**config.mk**
```make
export PLATFORM = sky130hd
export DESIGN_NAME = t9990_vram_arbiter
export DESIGN_NICKNAME = d
export VERILOG_FILES = /design/src/rtl/t9990_vram_arbiter_pkg.sv /design/src/rtl/t9990_vram_arbiter_slot_pick.sv /design/src/rtl/t9990_vram_arbiter.sv
export SDC_FILE = /design/constraint.sdc
export NUM_CORES = 1
export LEC_CHECK = 0
export BUFFER_PORTS_ARGS = -buffer_cell sky130_fd_sc_hd__clkbuf_2
export CAP_MARGIN = 15
export CORE_MARGIN = 5
export CORE_UTILIZATION = 37
export DETAILED_ROUTE_END_ITERATION = 6
export GPL_TIMING_DRIVEN = 0
export PLACE_DENSITY = 0.77
export SKIP_LAST_GASP = 1
export SYNTH_ARGS = -nofsm -noshare
export SYNTH_HDL_FRONTEND = slang
export SYNTH_SLANG_ARGS = --single-unit
```
**constraint.sdc**
```tcl
create_clock -name i_clk -period 3.42 [get_ports i_clk]
set_input_delay 0.855 -clock i_clk [delete_from_list [all_inputs] [get_ports i_clk]]
set_output_delay 0.855 -clock i_clk [all_outputs]
set_load 0.1 [all_outputs]
```
**src/rtl/t9990_vram_arbiter_pkg.sv**
```systemverilog
// ----------------------------------------------------------------------------
// t9990_vram_arbiter_pkg
// Shared VRAM requester identifiers for the tiny9990 VDP.
//   vram_req_t   : requester index (also the bit position in grant/ACK vectors)
//   VRAM_REQ_NUM : number of VRAM requesters
// ----------------------------------------------------------------------------
package t9990_vram_arbiter_pkg;

   typedef enum logic [1:0] {
      REQ_DISP = 2'd0,
      REQ_CPU  = 2'd1,
      REQ_CMD  = 2'd2
   } vram_req_t;

   localparam int unsigned VRAM_REQ_NUM = 3;

endpackage

```
**src/rtl/t9990_vram_arbiter_slot_pick.sv**
```systemverilog
// ----------------------------------------------------------------------------
// t9990_vram_slot_pick
// Purely combinational slot winner selection.
// Ports:
//   i_elig      eligible requesters, indexed by vram_req_t
//   i_disp_run  consecutive display grants made while another was pending
//   i_rr_last   CPU or CMD, whichever of the two was granted most recently
//   o_grant     one-hot winner (all zero when nothing is eligible)
// ----------------------------------------------------------------------------
module t9990_vram_slot_pick
   import t9990_vram_arbiter_pkg::*;
#(
   parameter int unsigned STARVE_LIMIT = 3
) (
   input  logic [VRAM_REQ_NUM-1:0] i_elig,
   input  logic [1:0]              i_disp_run,
   input  logic [1:0]              i_rr_last,
   output logic [VRAM_REQ_NUM-1:0] o_grant
);

   logic                    w_other;
   logic                    w_disp_blocked;
   logic [VRAM_REQ_NUM-1:0] w_grant;

   assign w_other        = i_elig[REQ_CPU] | i_elig[REQ_CMD];
   // Display yields one slot once it has hogged STARVE_LIMIT slots in a row.
   assign w_disp_blocked = (i_disp_run == 2'(STARVE_LIMIT)) && w_other;

   always_comb begin
      w_grant = '0;
      if (i_elig[REQ_DISP] && !w_disp_blocked) begin
         w_grant[REQ_DISP] = 1'b1;
      end else if (i_elig[REQ_CPU] && i_elig[REQ_CMD]) begin
         if (i_rr_last == REQ_CMD) begin
            w_grant[REQ_CPU] = 1'b1;
         end else begin
            w_grant[REQ_CMD] = 1'b1;
         end
      end else if (i_elig[REQ_CPU]) begin
         w_grant[REQ_CPU] = 1'b1;
      end else if (i_elig[REQ_CMD]) begin
         w_grant[REQ_CMD] = 1'b1;
      end
   end

   assign o_grant = w_grant;

endmodule

```
**src/rtl/t9990_vram_arbiter.sv**
```systemverilog
// ----------------------------------------------------------------------------
// t9990_vram_arbiter
// Grants each VRAM slot (MEM_REQ strobe) to one of display, CPU or command
// engine, runs the RAM access and returns an ACK pulse plus read data.
// Ports:
//   i_clk, i_rst                clock, asynchronous active-high reset
//   i_tg_en, i_mem_req          timing enable and one-cycle slot strobe
//   i_{disp,cpu,cmd}_req/_addr  requests held until ACK, with addresses
//   i_{cpu,cmd}_we/_wdata       write qualifiers (display is read-only)
//   o_{disp,cpu,cmd}_ack        one-cycle completion pulses
//   o_rdata                     registered read data, valid with the ACK
//   o_ram_ce/_we/_addr/_wdata   RAM strobe and access, held until next issue
//   i_ram_rdata                 RAM read data
// RAM_RDATA is sampled on the edge that enters DONE, i.e. RD_LAT-1 cycles
// after the RAM_CE cycle, so ACK and RDATA appear RD_LAT cycles after RAM_CE.
// ----------------------------------------------------------------------------
module t9990_vram_arbiter
   import t9990_vram_arbiter_pkg::*;
#(
   parameter int unsigned ADDR_W       = 19,
   parameter int unsigned DATA_W       = 16,
   parameter int unsigned RD_LAT       = 2,
   parameter int unsigned STARVE_LIMIT = 3
) (
   input  logic              i_clk,
   input  logic              i_rst,
   input  logic              i_tg_en,
   input  logic              i_mem_req,
   input  logic              i_disp_req,
   input  logic              i_cpu_req,
   input  logic              i_cmd_req,
   input  logic [ADDR_W-1:0] i_disp_addr,
   input  logic [ADDR_W-1:0] i_cpu_addr,
   input  logic [ADDR_W-1:0] i_cmd_addr,
   input  logic              i_cpu_we,
   input  logic              i_cmd_we,
   input  logic [DATA_W-1:0] i_cpu_wdata,
   input  logic [DATA_W-1:0] i_cmd_wdata,
   output logic              o_disp_ack,
   output logic              o_cpu_ack,
   output logic              o_cmd_ack,
   output logic [DATA_W-1:0] o_rdata,
   output logic              o_ram_ce,
   output logic              o_ram_we,
   output logic [ADDR_W-1:0] o_ram_addr,
   output logic [DATA_W-1:0] o_ram_wdata,
   input  logic [DATA_W-1:0] i_ram_rdata
);

   typedef enum logic [1:0] {StIdle, StIssue, StWait, StDone} state_e;

   // Last WAIT-cycle count value; unused when RD_LAT is 1 (ISSUE goes to DONE).
   localparam logic [1:0] WaitLast = 2'((RD_LAT > 1) ? (RD_LAT - 2) : 0);

   state_e                  r_state, w_state_d;
   logic [1:0]              r_wait_cnt, w_wait_cnt_d;
   logic [VRAM_REQ_NUM-1:0] r_owner, w_owner_d;
   logic [VRAM_REQ_NUM-1:0] r_ack, w_ack_d;
   logic [VRAM_REQ_NUM-1:0] r_ack_prev;
   logic [1:0]              r_disp_run, w_disp_run_d;
   vram_req_t               r_rr_last, w_rr_last_d;
   logic                    r_ram_ce, w_ram_ce_d;
   logic                    r_ram_we, w_ram_we_d;
   logic [ADDR_W-1:0]       r_ram_addr, w_ram_addr_d;
   logic [DATA_W-1:0]       r_ram_wdata, w_ram_wdata_d;
   logic [DATA_W-1:0]       r_rdata, w_rdata_d;

   logic [VRAM_REQ_NUM-1:0] w_req;
   logic [VRAM_REQ_NUM-1:0] w_elig;
   logic [VRAM_REQ_NUM-1:0] w_grant;
   logic                    w_other;
   logic                    w_slot_go;

   assign w_req = {i_cmd_req, i_cpu_req, i_disp_req};
   // A REQ still high in the cycle after its ACK is the old request, not a new one.
   assign w_elig    = w_req & ~r_ack_prev;
   assign w_other   = w_elig[REQ_CPU] | w_elig[REQ_CMD];
   assign w_slot_go = (r_state == StIdle) && i_mem_req && i_tg_en && (|w_elig);

   t9990_vram_slot_pick #(
      .STARVE_LIMIT (STARVE_LIMIT)
   ) u_slot_pick (
      .i_elig     (w_elig),
      .i_disp_run (r_disp_run),
      .i_rr_last  (r_rr_last),
      .o_grant    (w_grant)
   );

   // FSM state register
   always_ff @(posedge i_clk or posedge i_rst) begin
      if (i_rst) begin
         r_state <= StIdle;
      end else begin
         r_state <= w_state_d;
      end
   end

   // FSM next state; slots arriving outside IDLE are simply not looked at
   always_comb begin
      w_state_d = r_state;
      unique case (r_state)
         StIdle:  if (w_slot_go) w_state_d = StIssue;
         StIssue: w_state_d = (RD_LAT == 1) ? StDone : StWait;
         StWait:  if (r_wait_cnt == WaitLast) w_state_d = StDone;
         StDone:  w_state_d = StIdle;
         default: w_state_d = StIdle;
      endcase
   end

   // FSM outputs and arbitration bookkeeping (next values of registered outputs)
   always_comb begin
      w_wait_cnt_d  = (r_state == StWait) ? (r_wait_cnt + 2'd1) : 2'd0;
      w_owner_d     = r_owner;
      w_ack_d       = '0;
      w_disp_run_d  = r_disp_run;
      w_rr_last_d   = r_rr_last;
      w_ram_ce_d    = 1'b0;
      w_ram_we_d    = r_ram_we;
      w_ram_addr_d  = r_ram_addr;
      w_ram_wdata_d = r_ram_wdata;
      w_rdata_d     = r_rdata;

      if (w_slot_go) begin
         w_owner_d  = w_grant;
         w_ram_ce_d = 1'b1;
         unique case (w_grant)
            3'b001: begin
               w_ram_addr_d  = i_disp_addr;
               w_ram_we_d    = 1'b0;
               w_ram_wdata_d = '0;
               if (!w_other) begin
                  w_disp_run_d = 2'd0;
               end else if (r_disp_run != 2'd3) begin
                  w_disp_run_d = r_disp_run + 2'd1;
               end
            end
            3'b010: begin
               w_ram_addr_d  = i_cpu_addr;
               w_ram_we_d    = i_cpu_we;
               w_ram_wdata_d = i_cpu_wdata;
               w_disp_run_d  = 2'd0;
               w_rr_last_d   = REQ_CPU;
            end
            3'b100: begin
               w_ram_addr_d  = i_cmd_addr;
               w_ram_we_d    = i_cmd_we;
               w_ram_wdata_d = i_cmd_wdata;
               w_disp_run_d  = 2'd0;
               w_rr_last_d   = REQ_CMD;
            end
            default: ;
         endcase
      end

      // Entering DONE: pulse the owner's ACK and capture read data
      if (w_state_d == StDone) begin
         w_ack_d = r_owner;
         if (!r_ram_we) begin
            w_rdata_d = i_ram_rdata;
         end
      end
   end

   always_ff @(posedge i_clk or posedge i_rst) begin
      if (i_rst) begin
         r_wait_cnt  <= 2'd0;
         r_owner     <= '0;
         r_ack       <= '0;
         r_ack_prev  <= '0;
         r_disp_run  <= 2'd0;
         r_rr_last   <= REQ_CMD;
         r_ram_ce    <= 1'b0;
         r_ram_we    <= 1'b0;
         r_ram_addr  <= '0;
         r_ram_wdata <= '0;
         r_rdata     <= '0;
      end else begin
         r_wait_cnt  <= w_wait_cnt_d;
         r_owner     <= w_owner_d;
         r_ack       <= w_ack_d;
         r_ack_prev  <= r_ack;
         r_disp_run  <= w_disp_run_d;
         r_rr_last   <= w_rr_last_d;
         r_ram_ce    <= w_ram_ce_d;
         r_ram_we    <= w_ram_we_d;
         r_ram_addr  <= w_ram_addr_d;
         r_ram_wdata <= w_ram_wdata_d;
         r_rdata     <= w_rdata_d;
      end
   end

   assign o_disp_ack  = r_ack[REQ_DISP];
   assign o_cpu_ack   = r_ack[REQ_CPU];
   assign o_cmd_ack   = r_ack[REQ_CMD];
   assign o_rdata     = r_rdata;
   assign o_ram_ce    = r_ram_ce;
   assign o_ram_we    = r_ram_we;
   assign o_ram_addr  = r_ram_addr;
   assign o_ram_wdata = r_ram_wdata;

endmodule

```
# --- After elaboration in Yosys (flattened, before gate mapping) ---
# Index checks and enable logic that the tools add are counted.
op_classes:
  n_addsub: 2
  eq_ne: 11
  n_mux: 21
  bitwise_logic: 4
  reduce_logical: 18
ops:
  columns: ["operator", "n"]
  rows:
  - ["$pmux 19 s3", 1]
  - ["$pmux 16 s3", 1]
  - ["$mux 2", 7]
  - ["$eq 2x2->1 const B", 5]
  - ["$pmux 2 s2", 2]
  - ["$pmux 2 s4", 1]
  - ["$mux 1", 7]
  - ["$logic_and 1x1->1", 6]
  - ["$reduce_and 2->1", 3]
  - ["$add 2x1->2 const B", 2]
  - ["$logic_not 2->1", 2]
  - ["$reduce_bool 2->1", 2]
  - ["$and 3x3->3", 1]
  - ["$eq 3x1->1 const B", 1]
  - ["$eq 3x2->1 const B", 1]
  - ["$eq 3x3->1 const B", 1]
  - ["$mux 3", 1]
  - ["$ne 3x3->1 const B", 1]
  - ["$not 3->3", 1]
  - ["$pmux 1 s3", 1]
  - ["$reduce_and 3->1", 1]
  - ["$reduce_bool 3->1", 1]
  - ["$reduce_or 3->1", 1]
  - ["$eq 2x1->1 const B", 1]
  - ["other kinds (5)", 5]
word_totals:
  ff_bits: 70
  in_bits: 114
  output_inout_bits: 56
  elab_cells: 68

# --- Depth between registers and ports, before layout ---
# Gate-level depths: netlist of run 1.
depth:
  word_depth: 11
  mapped_depth: 7

# --- Cells and area by module ---
# Synthesis of run 1 repeated with hierarchy kept, for this count alone.
hier_totals:
  hier_cells: 345
  area_unflattened_um2: 3834.9
modules_own_cells:
  columns: ["mod", "instances", "cells_per_inst", "area_per_inst_um2"]
  rows:
  - ["t9990_vram_arbiter", 1, 336, 3769.9]
  - ["t9990_vram_slot_pick", 1, 9, 65.1]

# --- Least setup slack after synthesis of run 1 ---
# OpenSTA, ideal clock, no wires.
synth_path:
  path_kind: "input to register"
  start: "input i_cpu_req"
  end: "register r_rdata[0], in the netlist o_rdata[0]"
  arrival_ps: 2111
  setup_slack_ps: 1183
  stages: 5
  path_buffers: 1
  path_cell_list: "nor2b_1 -> o31ai_4 -> a21oi_2 -> buf_6 -> mux2_4"
synth_via:
  elab_chain_len: 7
synth_rtl:
  columns: ["item", "line", "text"]
  rows:
  - ["start: declaration", "t9990_vram_arbiter.sv:30", "input logic i_cpu_req,"]
  - ["$and 3x3->3", "t9990_vram_arbiter.sv:76", "assign w_elig = w_req & ~r_ack_prev;"]
  - ["$reduce_or 3->1", "t9990_vram_arbiter.sv:78", "assign w_slot_go = (r_state == StIdle) && i_mem_req && i_tg_en && (|w_elig);"]
  - ["$logic_and 1x1->1", "t9990_vram_arbiter.sv:78", null]
  - ["$mux 2", "t9990_vram_arbiter.sv:102", "StIdle: if (w_slot_go) w_state_d = StIssue;"]
  - ["$pmux 2 s4", "t9990_vram_arbiter.sv:101", "unique case (r_state)"]
  - ["$eq 2x2->1", "t9990_vram_arbiter.sv:156", "if (w_state_d == StDone) begin"]
  - ["$reduce_and 2->1 (no source line)", null, null]
  - ["end signal: assignment", "t9990_vram_arbiter.sv:188", "r_rdata <= w_rdata_d;"]
  - ["end: declaration", "t9990_vram_arbiter.sv:66", "logic [DATA_W-1:0] r_rdata, w_rdata_d;"]
# No other way between the ends.
# A chain may end at the register's enable or synchronous reset.

# --- Worst setup path in the final report of run 1 ---
layout_path:
  start: "input i_cmd_req"
  end: "register r_ram_addr[1], in the netlist o_ram_addr[1]"
layout_via:
  elab_chain_len: 9
layout_rtl:
  columns: ["item", "line", "text"]
  rows:
  - ["start: declaration", "t9990_vram_arbiter.sv:31", "input logic i_cmd_req,"]
  - ["$and 3x3->3 *", "t9990_vram_arbiter.sv:76", null]
  - ["$or 1x1->1", "t9990_vram_arbiter_slot_pick.sv:25", "assign w_other = i_elig[REQ_CPU] | i_elig[REQ_CMD];"]
  - ["$logic_and 1x1->1", "t9990_vram_arbiter_slot_pick.sv:27", "assign w_disp_blocked = (i_disp_run == 2'(STARVE_LIMIT)) && w_other;"]
  - ["$logic_not 1->1", "t9990_vram_arbiter_slot_pick.sv:31", "if (i_elig[REQ_DISP] && !w_disp_blocked) begin"]
  - ["$logic_and 1x1->1", "t9990_vram_arbiter_slot_pick.sv:31", null]
  - ["$mux 1 or $mux 2 (tied branches)", "t9990_vram_arbiter_slot_pick.sv:31", null]
  - ["$eq 3x1->1 (tied with other cells)", "t9990_vram_arbiter.sv:126", "unique case (w_grant)"]
  - ["$reduce_bool 3->1 (no source line)", null, null]
  - ["$reduce_and 2->1 (no source line)", null, null]
  - ["end signal: assignment", "t9990_vram_arbiter.sv:186", "r_ram_addr <= w_ram_addr_d;"]
  - ["end: declaration", "t9990_vram_arbiter.sv:64", "logic [ADDR_W-1:0] r_ram_addr, w_ram_addr_d;"]
# Every way passes the cells marked *; elsewhere a longest branch is shown, timed or not.

==> flow_summary_export.csv, run 1 <==
group,metric,value,unit
yosys,async_flop_share,100,%
yosys,synth_cells,283,
sta,worst_clock_skew,0.0107,ns
finish,layoutNonFillerInstCount,573,
drt,drtPass1Iterations,4,
cts,cts_hold_buf,0,
die,dieHeight,102,microns
yosys,synth_area_leader_cell,"dfrtp_1",
setup_path,worstSetupPathType,"primary input to flip-flop",
drt,ant_nets,0,
cts,cts.repair_timing.setup_buffer_count,0,
sta,timing.slew.headroom,42.5,%
setup_path,cp_slowest_stage_delay,0.47,ns
die,die_area,10400,sq um
sta,final_min_period_over_clock_period,66.0,%
setup_path,crit_path_start_kind,"primary input",
finish,final_layout_size_suffix_gt1_share,45.3,%
yosys,synth_nets,401,
cts,path_clk_slew,0.07,ns
cts,cts.htree.levels,3,
sta,layout_min_cycle_time,2.26,ns
sta,final-hold-violation-count,0,
cts,root_buffer,"clkbuf_8",
placement,dp.final_hpwl,7100,microns
die,initial_utilization,38.0,%
yosys,synth_seq_area_share,56.1,%
yosys,ys_top_cells_by_count,"dfrtp_1, nand2_1, o21ai_0",
grt,grt_max_degree,71,
yosys,number_of_synthesized_flops_with_an_enable_pin,0,
sta,timing_worst_slew_pin_value,0.862,ns
sta,unrepaired_setup_endpoints_after_global_routing,"no",
cts,insertion_delay,0.33,ns
yosys,synth.distinct_cells,31,
drt,routed-via-count,2925,
sta,setup_viol,0,
drt,met2_wirelength,4840,microns
grt,first_global_vias,3063,
placement,numPlacedInstances,557,
yosys,synth_largest_type_area_fraction,55.3,%
yosys,ys.warnings.count,0,
drt,route.detailed.drc,0,
die,fp-row-count,33,
sta,final.setup.tns,0,ns
worst_hold_path,worstHoldPathType,"flip-flop to flip-flop",
setup_path,endpoint_required_time_on_the_critical_path,3.65,ns
placement,gp_routability_congestion,0.794,
grt,grt_antenna_before_repair,0,
yosys,synthMostInstantiatedCell,"dfrtp_1",
run_status,status,"completed",
cts,max_buffers_root_to_sink,2,
grt,grt_overflow,0,
drt,drt-wirelength-per-cell,16.2,microns
die,io_pins,170,
finish,area_delta_synth_final,38.2,%
grt,wire_length_of_the_first_global_routing_pass,14600,microns
cts,total_of_cells_resized_after_clock_tree_synthesis,0,
sta,final_max_slew_viol_count,0,
drt,drt-total-wl,9300,microns
placement,numPortBuffers,169,
cts,clock_tree_from_tritoncts,"yes",
worst_hold_path,worst_hold_path.num_cells,0,
cts,cts.sinks,70,
setup_path,critical_path_arrival,2.49,ns
grt,grtUsageTotal,17.9,%
yosys,post_synth_main_area_contributors,"dfrtp_1, o21ai_0, a221oi_1, nand2_1, mux2_4",
setup_path,endpoint_kind,"flip-flop",
die,die_width,102,microns
yosys,primary_flip_flop_cell_chosen_by_synthesis_mapping,"dfrtp_1",
finish,insertedDiodeCount,0,
setup_path,worstPathMaxFanout,10,
yosys,synth_area_per_cell,11.0,sq um
finish,finalNetCount,581,
setup_path,path_cells,"clkbuf_2, nor2b_1, buf_2, o22ai_2, clkbuf_1, a221oi_1, o31ai_1",
drt,routed_via_density,5.10,
yosys,ffs_latches_synth,70,
setup_path,worst-r2r-cell-count,7,
drt,detail_route.wirelength.met1,3710,microns
die,core_area,8220,sq um
flow_run,max_cap_viol_count,0,
drt,dr.first_iter.drc_count,97,
sta,whs,0.378,ns
yosys,syn_area,3120,sq um
drt,met3_layer_wire_length_in_the_routed_design,727,microns
cts,cts_inserted_buffers,9,
sta,clock.fmax,443,MHz
drt,route.top_layer_used,"met4",
setup_path,slowest_stage,"clkbuf_1",
registers in the layout, summed over array words and instances (netlist names):
name and count:
r_ack_prev 3, r_state 2, o_ram_we 1, r_rr_last 2, o_ram_wdata 16, o_rdata 16, r_disp_run 2, r_ack 3
r_wait_cnt 2, r_owner 3, o_ram_addr 19, o_ram_ce 1
per-layer routing:
layer,GRT usage [%],vias up
met5,0,-
met2,32.8,105
li1,-,1399
met1,21.6,1417
met3,3.69,4
met4,4.64,0
stage by stage:
stage	cell area (sq um)	utilization (%)	setup slack, ns
2_1_floorplan	3120	-	0.798
3_3_place_gp	4100	49.9	-0.00630
3_5_place_dp	4100	49.9	0.827
4_1_cts	4320	52.5	1.13
5_1_grt	4320	52.5	0.984
6_report	4320	52.5	1.16
area by class of cell:
type / instances / area (sq um)
Buffer: 19 / 83.8
Clock buffer: 10 / 128
Clock inverter: 6 / 86.3
Fill cell: 770 / 3900
Inverter: 7 / 28.8
Multi-Input combinational cell: 187 / 1260
Sequential cell: 70 / 1750
Tap cell: 105 / 131
Timing Repair Buffer: 169 / 846
cell families after synthesis:
| logic type | after synthesis | share of synthesized area, % |
|---|---|---|
| compound gates | 106 | 22.8 |
| flops | 70 | 56.1 |
| simple gates | 60 | 8.57 |
| buf+inv | 26 | 3.53 |
| mux | 17 | 7.33 |
| fa+ha+maj | 4 | 1.60 |
cell usage in the layout, fill, tap and decap left out, types with 4 or more instances in the layout:
master      n
a21oi_1    13
a221oi_1   19
a22oi_1    17
and3_1      4
buf_2       4
clkbuf_1   15
clkbuf_2  169
clkbuf_8    9
dfrtp_1    69
ha_1        4
inv_1       5
mux2_2      7
mux2_4     10
nand2_1    41
nand2b_1    5
nor2b_1     5
o21ai_0    38
o31ai_1    10
worst paths after layout:
kind / startpoint / endpoint / slack (ns)
max: i_cmd_req / o_ram_addr[1]$_DFFE_PP0P_ / 1.16
min: r_ack[2]$_DFF_PP0_ / r_ack_prev[2]$_DFF_PP0_ / 0.38
max reg2reg: r_state[0]$_DFF_PP0_ / o_rdata[5]$_DFFE_PP0P_ / 1.18
min reg2reg: r_ack[2]$_DFF_PP0_ / r_ack_prev[2]$_DFF_PP0_ / 0.38
max in group asynchronous: i_rst / o_rdata[13]$_DFFE_PP0P_ / 2.16
min in group asynchronous: i_rst / o_ram_addr[5]$_DFFE_PP0P_ / 0.67
critical path, delay by kind of cell:
kind	cells	cell delay (ns)
compound gates	3	0.82
simple gates	1	0.11
buf+inv	3	0.71
Power of run 1 is not shown: default switching activity piles up to over one toggle a cycle in this logic, so the estimate is an artifact.
==> run 2: changes to the inputs <==
--- a/config.mk
+++ b/config.mk
@@ -11,7 +11,7 @@
 export CORE_UTILIZATION = 37
 export DETAILED_ROUTE_END_ITERATION = 6
 export GPL_TIMING_DRIVEN = 0
-export PLACE_DENSITY = 0.77
+export PLACE_DENSITY = 0.8
 export SKIP_LAST_GASP = 1
 export SYNTH_ARGS = -nofsm -noshare
 export SYNTH_HDL_FRONTEND = slang
==> constraint.sdc (replaced) <==
create_clock -name i_clk -period 1.8 [get_ports i_clk]
set_input_delay 0.45 -clock i_clk [delete_from_list [all_inputs] [get_ports i_clk]]
set_output_delay 0.45 -clock i_clk [all_outputs]
set_load 0.1 [all_outputs]
==> flow_summary_export.csv, run 2 (synthesis results as in run 1) <==
group,metric,value,unit
run_status,status,"finished with violations",
run_status,failed_checks,"setup timing",
drt,routed_via_density,5.06,
drt,drt-total-wl,9150,microns
sta,final-hold-violation-count,0,
setup_path,worstPathMaxFanout,5,
finish,final_util,55.4,%
sta,clock.fmax,551,MHz
die,die_area,10400,sq um
finish,final_common_cell,"clkbuf_2",
sta,final_max_slew_viol_count,0,
setup_path,endpoint_required_time_on_the_critical_path,2.01,ns
finish,final_layout_size_suffix_gt1_share,52.4,%
die,dieHeight,102,microns
drt,drt-wirelength-per-cell,15.7,microns
cts,insertion_delay,0.33,ns
grt,grt_overflow,0,
die,initial_utilization,38.0,%
sta,setup_ws_final,-0.0162,ns
finish,layout_common_cells,"clkbuf_2, dfrtp_1, nand2_1",
grt,wire_length_of_the_first_global_routing_pass,14400,microns
sta,worst_clock_skew,0.00651,ns
cts,cts.sinks,70,
sta,final_min_period_over_clock_period,101,%
drt,drtPass1Iterations,4,
sta,layout_min_cycle_time,1.82,ns
cts,clock_tree_from_tritoncts,"yes",
flow_run,max_cap_viol_count,0,
sta,unrepaired_setup_endpoints_after_global_routing,"yes",
finish,largest_register_ff_count,19,
placement,gp_routability_congestion,0.784,
die,io_pins,170,
finish,insertedDiodeCount,0,
setup_path,r2r_start,"r_state[0]$_DFF_PP0_",
sta,timing.slew.headroom,62.4,%
setup_path,crit_path_start_kind,"flip-flop",
cts,cts.htree.levels,3,
placement,numPortBuffers,169,
sta,timing_worst_slew_pin_value,0.566,ns
setup_path,setup.reg_to_reg.worst_slack,-0.02,ns
die,core_area,8220,sq um
drt,route.detailed.drc,0,
grt,first_global_vias,2995,
die,fp-row-count,33,
cts,max_buffers_root_to_sink,2,
cts,path_clk_slew,0.07,ns
sta,whs,0.157,ns
grt,grt_antenna_before_repair,0,
drt,dr.first_iter.drc_count,120,
grt,grtUsageTotal,17.6,%
setup_path,critical_path_arrival,2.03,ns
finish,area_delta_synth_final,45.8,%
sta,setup_viol,5,
worst_hold_path,worstHoldPathType,"primary input to async pin",
placement,place_ws,-0.361,ns
placement,dp.final_hpwl,7040,microns
setup_path,worstSetupStartpoint,"r_state[0]$_DFF_PP0_",
setup_path,endpoint_kind,"flip-flop",
grt,grt_max_degree,43,
die,die_width,102,microns
setup_path,worstSetupPathType,"flip-flop to flip-flop",
finish,finalNetCount,594,
cts,root_buffer,"clkbuf_8",
cts,cts_inserted_buffers,9,
drt,ant_nets,0,
drt,routed-via-count,2954,
run 2: cell types whose count changed in the layout (fill, tap and decap cells not counted), moves of 3 or more:
cell | before | now
clkbuf_8 | 9 | 12
mux2_2 | 7 | 1
buf_4 | 0 | 9
clkbuf_1 | 15 | 2
clkbuf_2 | 169 | 179
mux2_4 | 10 | 16
run 2: stage by stage:
step / TNS, ns / instances / cell area [sq um]
detailed placement: -15.16 / 559 / 4160
CTS: -0.0712 / 580 / 4470
floorplan: 0 / 283 / 3140
global placement: -14.04 / 557 / 4120
finish: -0.0675 / 584 / 4550
global route: -1.07 / 584 / 4550
run 2: routing by layer:
metal  GRT usage, %  wire length [microns]
met5              0                      0
met4           6.05                    119
met3           3.48                    655
met2           29.3                   4470
met1           23.2                   3910
run 2: timing repair:
action / CTS / global route
endpoints found under the setup margin: 49 / 55
gates resized for setup: 21 / 32
gates cloned: 1 / 0
buffers inserted: 6 / 4
hold buffers: 0 / 0
pin swaps: 1 / 4
run 2: worst max-delay path, stage by stage (launching register included):
cell and delay [ns]:
dfrtp_1 0.40, inv_2 0.08, ha_4 0.15, and3_4 0.20, o31ai_4 0.10, a21oi_4 0.28
clkbuf_16 0.21, mux2_4 0.29
run 2: worst paths after layout:
kind	to	cells past startpoint
hold reg to reg	r_ack_prev[1]$_DFF_PP0_	0
setup reg to reg	o_rdata[4]$_DFFE_PP0P_	7
hold / removal	o_ram_wdata[0]$_DFFE_PP0P_	3
setup / recovery	o_rdata[4]$_DFFE_PP0P_	7
max in group asynchronous	r_rr_last[1]$_DFFE_PP1P_	4
min in group i_clk	o_rdata[7]$_DFFE_PP0P_	2
run 2: layout make-up:
| class | count | area (sq um) |
|---|---|---|
| plain buffers | 19 | 111 |
| clock buffers | 13 | 169 |
| clock inverters | 1 | 5.00 |
| fillers | 736 | 3660 |
| inverters | 7 | 33.8 |
| multi-input cells | 187 | 1360 |
| flip-flops and latches | 70 | 1750 |
| well taps | 105 | 131 |
| repair buffers | 182 | 993 |
Power of run 2 is left out for the same reason.
==> run 3: changes to the inputs <==
--- a/config.mk
+++ b/config.mk
@@ -8,10 +8,11 @@
 export BUFFER_PORTS_ARGS = -buffer_cell sky130_fd_sc_hd__clkbuf_2
 export CAP_MARGIN = 15
 export CORE_MARGIN = 5
-export CORE_UTILIZATION = 37
+export CORE_UTILIZATION = 40
 export DETAILED_ROUTE_END_ITERATION = 6
 export GPL_TIMING_DRIVEN = 0
-export PLACE_DENSITY = 0.8
+export HOLD_SLACK_MARGIN = 0.03
+export PLACE_DENSITY = 0.85
 export SKIP_LAST_GASP = 1
 export SYNTH_ARGS = -nofsm -noshare
 export SYNTH_HDL_FRONTEND = slang
==> flow_summary_export.csv, run 3 (synthesis results as in run 1) <==
group,metric,value,unit
run_status,status,"finished with violations",
run_status,failed_checks,"setup timing",
die,dieHeight,98.4,microns
setup_path,worstPathMaxFanout,5,
setup_path,r2r_start,"r_state[0]$_DFF_PP0_",
sta,timing.slew.headroom,38.9,%
sta,worst_clock_skew,0.00658,ns
sta,unrepaired_setup_endpoints_after_global_routing,"yes",
drt,ant_nets,0,
cts,cts.sinks,70,
finish,area_delta_synth_final,45.9,%
die,core_area,7650,sq um
sta,setup_viol,5,
setup_path,setup.reg_to_reg.worst_slack,-0.02,ns
placement,numPortBuffers,169,
drt,dr.first_iter.drc_count,99,
grt,grt_max_degree,42,
finish,finalNetCount,592,
finish,final_common_cell,"clkbuf_2",
die,die_area,9670,sq um
grt,grt_antenna_before_repair,0,
grt,first_global_vias,3262,
setup_path,crit_path_start_kind,"flip-flop",
finish,filler_cell_count,669,
drt,routed-via-count,3019,
sta,layout_min_cycle_time,1.82,ns
finish,insertedDiodeCount,0,
setup_path,path_cells,"inv_2, ha_4, and3_4, o31ai_4, a21oi_4, buf_6, buf_16, mux2_4",
finish,largest_register_ff_count,19,
setup_path,endpoint_required_time_on_the_critical_path,2.02,ns
cts,path_clk_slew,0.07,ns
setup_path,worstSetupPathType,"flip-flop to flip-flop",
flow_run,max_cap_viol_count,0,
sta,setup_ws_final,-0.0176,ns
sta,clock.fmax,550,MHz
cts,clock_tree_from_tritoncts,"yes",
cts,cts.htree.levels,3,
sta,final_min_period_over_clock_period,101,%
cts,insertion_delay,0.33,ns
worst_hold_path,worstHoldPathType,"primary input to async pin",
drt,route.detailed.drc,0,
finish,final_layout_size_suffix_gt1_share,52.0,%
sta,final_max_slew_viol_count,0,
drt,drt-total-wl,9510,microns
die,initial_utilization,40.8,%
setup_path,slowest_stage,"dfrtp_1",
grt,wire_length_of_the_first_global_routing_pass,15300,microns
drt,routed_via_density,5.20,
finish,layout_common_cells,"clkbuf_2, dfrtp_1, nand2_1",
sta,timing_worst_slew_pin_value,0.914,ns
placement,dp.final_hpwl,7150,microns
drt,drtPass1Iterations,4,
setup_path,critical_path_arrival,2.04,ns
setup_path,worstReg2RegEnd,"o_rdata[7]$_DFFE_PP0P_",
setup_path,endpoint_kind,"flip-flop",
die,die_width,98.4,microns
cts,cts_inserted_buffers,9,
cts,root_buffer,"clkbuf_8",
drt,drt-wirelength-per-cell,16.4,microns
sta,final.setup.tns,-0.0745,ns
grt,grt_overflow,0,
setup_path,cp_slowest_stage_delay,0.40,ns
setup_path,top_family_by_delay_on_critical_path,"flip-flops",
die,io_pins,170,
placement,gp_routability_congestion,0.857,
setup_path,worst-r2r-cell-count,8,
grt,grtUsageTotal,19.6,%
die,fp-row-count,32,
sta,final-hold-violation-count,0,
cts,max_buffers_root_to_sink,2,
setup_path,worst-path-buf-inv,3,
cts,cts_hold_buf,0,
[run 3: through the flow]
stage               hold WS (ns)  instances  instance area [sq um]  worst slack (ns)  utilization (%)
floorplan                  0.402        283                   3140           0.00128                -
global placement           0.360        554                   4120            -0.282             53.8
detailed placement         0.364        555                   4140            -0.341             54.1
CTS                        0.313        578                   4460           -0.0498             58.3
global route               0.323        581                   4560           -0.0855             59.6
finish                     0.290        581                   4560           -0.0176             59.6
[run 3: worst max path at each step]
stage / startpoint / to / cells after the start
2_1_floorplan: r_state[0]$_DFF_PP0_ / o_rdata[0]$_DFFE_PP0P_ / 7
3_3_place_gp: i_cmd_req / o_rdata[0]$_DFFE_PP0P_ / 7
3_5_place_dp: i_cmd_req / o_ram_addr[1]$_DFFE_PP0P_ / 7
4_1_cts: r_rr_last[1]$_DFFE_PP1P_ / o_ram_addr[4]$_DFFE_PP0P_ / 5
5_1_grt: r_state[0]$_DFF_PP0_ / o_rdata[7]$_DFFE_PP0P_ / 8
6_report: r_state[0]$_DFF_PP0_ / o_rdata[7]$_DFFE_PP0P_ / 8
[run 3: cell type report]
cell class	instances	area (sq um)	share of cell area, %
sequential	70	1750	38.5
multi-input combinational	187	1350	29.6
timing repair buffer	182	983	21.6
clock buffer	13	149	3.27
tap	102	128	2.80
buffer	17	92.6	2.03
clock inverter	3	67.6	1.48
inverter	7	33.8	0.742
[run 3: routing by layer]
metal	wire [microns]	vias up	track usage [%]
li1	-	1420	-
met1	3750	1452	24.2
met2	4850	127	32.7
met3	720	20	4.79
met4	187	0	8.72
met5	0	-	0
[run 3: what timing repair did]
action,4_1_cts,5_1_grt
pin swaps,2,2
setup endpoints to repair,43,57
cloned,1,0
setup buffers,6,5
resized for setup,11,35
[run 3: worst register-to-register path, cell delays in order (launching register included)]
cell     delay (ns)
dfrtp_1        0.40
inv_2          0.08
ha_4           0.15
and3_4         0.20
o31ai_4        0.10
a21oi_4        0.23
buf_6          0.14
buf_16         0.11
mux2_4         0.29
Power of run 3 is left out for the same reason.
